==> config.mk <==
export PLATFORM = sky130hd
export DESIGN_NAME = wb_port_ctrl
export DESIGN_NICKNAME = d
export VERILOG_FILES = /design/src/rtl/wb_pkg.sv /design/src/rtl/wb_fifo.sv /design/src/rtl/wb_port_ctrl.sv
export SDC_FILE = /design/constraint.sdc
export NUM_CORES = 1
export LEC_CHECK = 0
export ABC_CLOCK_PERIOD_IN_PS = 17800
export BUFFER_PORTS_ARGS = -buffer_cell sky130_fd_sc_hd__buf_4
export CAP_MARGIN = 20
export CORE_UTILIZATION = 34
export CTS_CLUSTER_SIZE = 24
export DETAILED_ROUTE_END_ITERATION = 10
export PLACE_DENSITY = 0.58
export SETUP_SLACK_MARGIN = 0.15
export SLEW_MARGIN = 15
export SYNTH_ARGS = -nofsm -noshare
export SYNTH_HDL_FRONTEND = slang
export SYNTH_HIERARCHICAL = 1
export SYNTH_SLANG_ARGS = --single-unit
==> constraint.sdc <==
create_clock -name clk -period 17.8 [get_ports clk]
set_clock_uncertainty 0.15 [all_clocks]
set_input_delay 0.89 -clock clk [delete_from_list [all_inputs] [get_ports clk]]
set_output_delay 0.89 -clock clk [all_outputs]
set_load 0.005 [all_outputs]
==> src/rtl/wb_pkg.sv <==
// Shared writeback definitions: default sizing and the queued-result record.
package wb_pkg;

   localparam int WB_N     = 32;
   localparam int WB_BITS  = 64;
   localparam int WB_DEPTH = 4;
   localparam int WB_RW    = $clog2(WB_N);

   typedef struct packed {
      logic               valid;
      logic [WB_RW-1:0]   rd;
      logic [WB_BITS-1:0] data;
   } wb_entry_t;

endpackage

==> src/rtl/wb_fifo.sv <==
// Memory-result queue with kill-by-destination; cleared entries still occupy a slot
// and drain without producing a write.
module wb_fifo
   import wb_pkg::*;
#(
   parameter type entry_t = wb_entry_t,
   parameter int  RW      = WB_RW,
   parameter int  DEPTH   = WB_DEPTH
) (
   input  logic                     clk,
   input  logic                     rst,
   input  logic                     push,
   input  entry_t                   push_entry,
   input  logic                     pop,
   input  logic                     kill,
   input  logic [RW-1:0]            kill_rd,
   output entry_t                   head,
   output logic [$clog2(DEPTH):0]   count
);

   localparam int PW = $clog2(DEPTH);
   localparam int CW = PW + 1;

   entry_t          mem_r [DEPTH];
   logic [PW-1:0]   wr_ptr_r;
   logic [PW-1:0]   rd_ptr_r;
   logic [CW-1:0]   count_r;

   // Storage, pointers and occupancy; pointers wrap naturally at DEPTH.
   always_ff @(posedge clk or posedge rst) begin
      if (rst) begin
         for (int i = 0; i < DEPTH; i++) begin
            mem_r[i] <= '{valid: 1'b0, rd: {RW{1'b0}}, data: '0};
         end
         wr_ptr_r <= {PW{1'b0}};
         rd_ptr_r <= {PW{1'b0}};
         count_r  <= {CW{1'b0}};
      end else begin
         for (int i = 0; i < DEPTH; i++) begin
            if (kill && (mem_r[i].rd == kill_rd)) begin
               mem_r[i].valid <= 1'b0;
            end
         end
         if (push) begin
            mem_r[wr_ptr_r] <= push_entry;
            wr_ptr_r        <= wr_ptr_r + PW'(1);
         end
         if (pop) begin
            rd_ptr_r <= rd_ptr_r + PW'(1);
         end
         case ({push, pop})
            2'b10:   count_r <= count_r + CW'(1);
            2'b01:   count_r <= count_r - CW'(1);
            default: count_r <= count_r;
         endcase
      end
   end

   assign head  = mem_r[rd_ptr_r];
   assign count = count_r;

endmodule

==> src/rtl/wb_port_ctrl.sv <==
// Register-bank write-port arbiter: single-cycle ALU results versus queued memory
// results, with WAW kill, stall/violation detection and operand forwarding.
module wb_port_ctrl
   import wb_pkg::*;
#(
   parameter int N     = WB_N,
   parameter int Bits  = WB_BITS,
   parameter int DEPTH = WB_DEPTH
) (
   input  logic                  clk,
   input  logic                  rst,
   input  logic                  alu_valid,
   input  logic [$clog2(N)-1:0]  alu_rd,
   input  logic [Bits-1:0]       alu_data,
   input  logic                  mem_valid,
   output logic                  mem_ready,
   input  logic [$clog2(N)-1:0]  mem_rd,
   input  logic [Bits-1:0]       mem_data,
   output logic [$clog2(N)-1:0]  ptr_wr,
   output logic [Bits-1:0]       data_wr,
   output logic                  wr_en,
   output logic                  stall,
   output logic                  err,
   input  logic [$clog2(N)-1:0]  ptr_rd_1,
   input  logic [$clog2(N)-1:0]  ptr_rd_2,
   output logic                  fwd_hit_1,
   output logic                  fwd_hit_2,
   output logic [Bits-1:0]       fwd_data_1,
   output logic [Bits-1:0]       fwd_data_2
);

   localparam int RW = $clog2(N);
   localparam int CW = $clog2(DEPTH) + 1;

   typedef struct packed {
      logic            valid;
      logic [RW-1:0]   rd;
      logic [Bits-1:0] data;
   } entry_t;

   entry_t          head_s;
   entry_t          push_entry_s;
   logic [CW-1:0]   count_s;
   logic            full_s;
   logic            empty_s;
   logic            push_s;
   logic            pop_s;
   logic            kill_s;
   logic            sel_valid_s;
   logic [RW-1:0]   sel_rd_s;
   logic [Bits-1:0] sel_data_s;
   logic            mem_ready_s;

   logic [RW-1:0]   ptr_wr_r;
   logic [Bits-1:0] data_wr_r;
   logic            wr_en_r;
   logic            err_r;

   assign full_s      = (count_s == CW'(DEPTH));
   assign empty_s     = (count_s == {CW{1'b0}});
   assign mem_ready_s = !rst && !full_s;
   assign push_s      = mem_valid && mem_ready_s && (mem_rd != {RW{1'b0}});

   // A same-cycle memory result to the ALU's rd is older, so it enters already dead.
   assign push_entry_s = '{valid: !(kill_s && (mem_rd == alu_rd)), rd: mem_rd, data: mem_data};

   // Write-port arbitration: a full queue must drain before the ALU may write again.
   always_comb begin
      pop_s       = 1'b0;
      kill_s      = 1'b0;
      sel_valid_s = 1'b0;
      sel_rd_s    = {RW{1'b0}};
      sel_data_s  = {Bits{1'b0}};
      if (full_s) begin
         pop_s       = 1'b1;
         sel_valid_s = head_s.valid;
         sel_rd_s    = head_s.rd;
         sel_data_s  = head_s.data;
      end else if (alu_valid) begin
         if (alu_rd != {RW{1'b0}}) begin
            kill_s      = 1'b1;
            sel_valid_s = 1'b1;
            sel_rd_s    = alu_rd;
            sel_data_s  = alu_data;
         end else begin
            sel_valid_s = 1'b0;
         end
      end else if (!empty_s) begin
         pop_s       = 1'b1;
         sel_valid_s = head_s.valid;
         sel_rd_s    = head_s.rd;
         sel_data_s  = head_s.data;
      end else begin
         pop_s = 1'b0;
      end
   end

   wb_fifo #(
      .entry_t (entry_t),
      .RW      (RW),
      .DEPTH   (DEPTH)
   ) u_fifo (
      .clk        (clk),
      .rst        (rst),
      .push       (push_s),
      .push_entry (push_entry_s),
      .pop        (pop_s),
      .kill       (kill_s),
      .kill_rd    (alu_rd),
      .head       (head_s),
      .count      (count_s)
   );

   // Registered write port and sticky violation flag.
   always_ff @(posedge clk or posedge rst) begin
      if (rst) begin
         ptr_wr_r  <= {RW{1'b0}};
         data_wr_r <= {Bits{1'b0}};
         wr_en_r   <= 1'b0;
         err_r     <= 1'b0;
      end else begin
         wr_en_r <= sel_valid_s;
         if (sel_valid_s) begin
            ptr_wr_r  <= sel_rd_s;
            data_wr_r <= sel_data_s;
         end
         err_r <= err_r | (alu_valid & full_s);
      end
   end

   assign ptr_wr    = ptr_wr_r;
   assign data_wr   = data_wr_r;
   assign wr_en     = wr_en_r;
   assign err       = err_r;
   assign mem_ready = mem_ready_s;
   assign stall     = full_s && !rst;

   assign fwd_hit_1  = !rst && wr_en_r && (ptr_rd_1 == ptr_wr_r) && (ptr_rd_1 != {RW{1'b0}});
   assign fwd_hit_2  = !rst && wr_en_r && (ptr_rd_2 == ptr_wr_r) && (ptr_rd_2 != {RW{1'b0}});
   assign fwd_data_1 = fwd_hit_1 ? data_wr_r : {Bits{1'b0}};
   assign fwd_data_2 = fwd_hit_2 ? data_wr_r : {Bits{1'b0}};

endmodule
==> flow_metrics.tcl <==
set metrics [dict create \
    outcome "complete, no violations" \
    cp-start-kind "flop" \
    core_area_mm2 0.0539 \
    worst_slack_ps 14040 \
    maxCapViolations 0 \
    synthMostInstantiatedCell "dfrtp_1" \
    diodes 0 \
    synth_top_area_cell "dfrtp_1" \
    antenna_found_initial 6 \
    cp_slowest_cell "buf_4" \
    vdd_drop_max_mv 0.0835 \
    die_w_um 236 \
    cts_root_buf "clkbuf_16" \
    rsz0062_at_grt "no" \
    worst_ep_arrival_time_ps 2720 \
    fmax_mhz 266 \
    routed_wl_um 47800 \
    hold_class "in -> async" \
    synthCells 1239 \
    gr-total-overflow 0 \
    n_fill_cell 4924 \
    leakagePower_nw 11.2 \
    synth.distinct_cells 40 \
    path_common_cell "buf_4" \
    gp_congestion 0.744 \
    fin_nets 1719 \
    synth_top_area_frac 0.482 \
    synthArstFlopShare 1.00 \
    pin_count 355 \
    dp_slack_ps 13860 \
    period_minus_slack_ps 3760 \
    wl_per_cell_um 20.9 \
    ys_seq_area_frac 0.482 \
    route.detailed.drc 0 \
    grt_max_degree 129 \
    die_height_um 236 \
    grt_pass1_wl_um 74100 \
    drtPass1Iterations 4 \
    slowest_delay_ps 540 \
    post-route-period-util 0.211 \
    final_util 0.424 \
    avgSynthCellArea_um2 15.0 \
    drt_iter0_drc 556 \
    slew_headroom 0.319 \
    grt_pass1_vias 12000 \
    postCtsResizedCells 0 \
    finalHoldViolCount 0 \
    place_inst 2211 \
    ant_nets 0 \
    grt_use_total 0.171 \
    cts.sinks 358 \
    cts.clk_slew.worst_paths_ps 70 \
    syn_nets 1397 \
    stdcell_count 2290 \
    clockBufferDepth 3 \
    fp.dieArea_mm2 0.0556 \
    cp_cell_sequence "nor4_1 -> or3_1 -> a211oi_4 -> buf_4 -> and2_1 -> buf_4" \
    cp_max_fo 65 \
    clkLatencyLatePin_ps 550 \
    fin_setup_tns_ps 0 \
    p_seq_frac 0.373 \
    post_cts_buffers 0 \
    drive_gt1_frac 0.504 \
    p_sw_frac 0.310 \
    viasPerCell 4.91 \
    cts.htree.levels 2 \
    rows 85 \
    ctsHoldBuffers 0 \
    synthTopCellsByArea "dfrtp_1 (48%), mux2_4 (22%), mux4_2 (8.5%)" \
    yosys_warnings 6 \
    synth_area_mm2 0.0186 \
    maxSlewViolCount 0 \
    cts_tree "yes" \
    finalSetupViolations 0 \
    synth_edf_count 0 \
    ys_seq_elements 358 \
    vias 11200 \
    cellPowerDensity_mw_per_mm2 183 \
    p_sw_mw 1.30 \
    worst-setup-path-type "reg -> out" \
    p_comb_frac 0.407 \
    synthTopCellsByCount "dfrtp_1 (358), mux2_4 (277), and2_1 (128), nand2_1 (72), mux4_2 (70)" \
    area_delta_synth_final_pct 22.9 \
    cp-end-kind "primary output" \
    synth-main-ff-cell "dfrtp_1" \
    crit_required_ps 16760 \
    cts_buffers 42 \
    placement.io_buffers 354 \
    worstMarginPinSlew_ps 1020 \
    initial_core_util 0.345 \
    dpl.hpwl_um 29300 \
    pwr-share-clk 0.220 \
    p_int_mw 2.89 \
]
[final timing paths]
path	slack [ps]	start	cells after the start	end
worst max-delay path	14040	ptr_wr[2]$_DFFE_PP0P_	6	fwd_data_2[43]
worst min register to register	310	err$_DFF_PP0_	1	err$_DFF_PP0_
worst min-delay path	300	rst	2	ptr_wr[4]$_DFFE_PP0P_
max in group asynchronous	15760	rst	4	asynchronous set/reset pin
worst max register to register	14250	u_fifo/rd_ptr_r[1]$_DFFE_PP0P_	5	ptr_wr[0]$_DFFE_PP0P_
min in group clk	310	err$_DFF_PP0_	1	err$_DFF_PP0_
[worst max-delay path: cells and delay by family, from the launching register on]
family,cells,cell delay [ps]
buffers and inverters,2,650
and+or+nand+nor,3,700
AOI/OAI and AO/OA,1,250
DFF,1,490
[metrics by stage]
step	power, mW	hold slack (ps)	instance area [µm²]
final	4.20	301	22900
after global routing	4.45	329	22900
after CTS	4.25	290	22800
after floorplan	2.83	301	18600
after detailed placement	3.30	303	21300
after global placement	3.25	297	21300
[metal layers]
metal	up-vias	GRT usage	share of wire
li1	5093	-	-
met1	5846	0.229	0.45
met2	232	0.280	0.49
met3	62	0.0342	0.045
met4	12	0.0454	0.019
met5	-	0	0.0019
[cells in the final DEF, fill, tap and decap left out, types with 2 or more instances in the layout]
| cell type | count |
|---|---|
| buf_4 | 364 |
| dfrtp_1 | 356 |
| mux2_4 | 277 |
| and2_1 | 128 |
| nand2_1 | 72 |
| mux4_2 | 70 |
| a2bb2oi_1 | 64 |
| o21ai_0 | 54 |
| clkbuf_16 | 45 |
| xor2_1 | 23 |
| o21ai_1 | 17 |
| xnor2_1 | 16 |
| clkbuf_8 | 11 |
| mux2i_1 | 9 |
| clkbuf_1 | 9 |
| inv_1 | 7 |
| clkinv_2 | 6 |
| nor2_1 | 5 |
| a22oi_1 | 5 |
| nor4_1 | 5 |
| bufinv_16 | 5 |
| ha_1 | 5 |
| nand2_8 | 4 |
| a41oi_1 | 4 |
| mux2_2 | 4 |
| o21ai_4 | 2 |
| nor2b_1 | 2 |
| or3_1 | 2 |
| nand3_1 | 2 |
| a211oi_4 | 2 |
| nor3_1 | 2 |
| clkinvlp_4 | 2 |
| buf_16 | 2 |
| dfrtp_4 | 2 |
[kinds of logic after synthesis]
logic type / after synthesis / synth area share
AND/OR/NAND/NOR: 227 / 0.0692
XOR/XNOR: 39 / 0.0184
adder cells (fa/ha/maj): 6 / 0.00444
AO/OA/AOI/OAI: 152 / 0.0564
buffers and inverters: 97 / 0.0544
flip-flops: 358 / 0.482
multiplexers: 360 / 0.316
[layout make-up]
type,instances,area (µm²),share of cell area
Sequential cell,358,8970,0.392
Multi-Input combinational cell,784,8700,0.380
Timing Repair Buffer,366,2790,0.122
Clock buffer,65,1310,0.0573
Tap cell,696,871,0.0381
Clock inverter,12,190,0.00832
Inverter,9,42.5,0.00186
[power by group through the flow]
stage	Sequential [mW]	Clock [mW]	Combinational, mW
floorplan	1.44	0	1.39
global placement	1.55	0	1.70
detailed placement	1.57	0	1.73
CTS	1.57	0.951	1.74
global route	1.63	0.982	1.84
finish	1.56	0.922	1.71
Note: power is estimated with default switching activity, not from simulation.
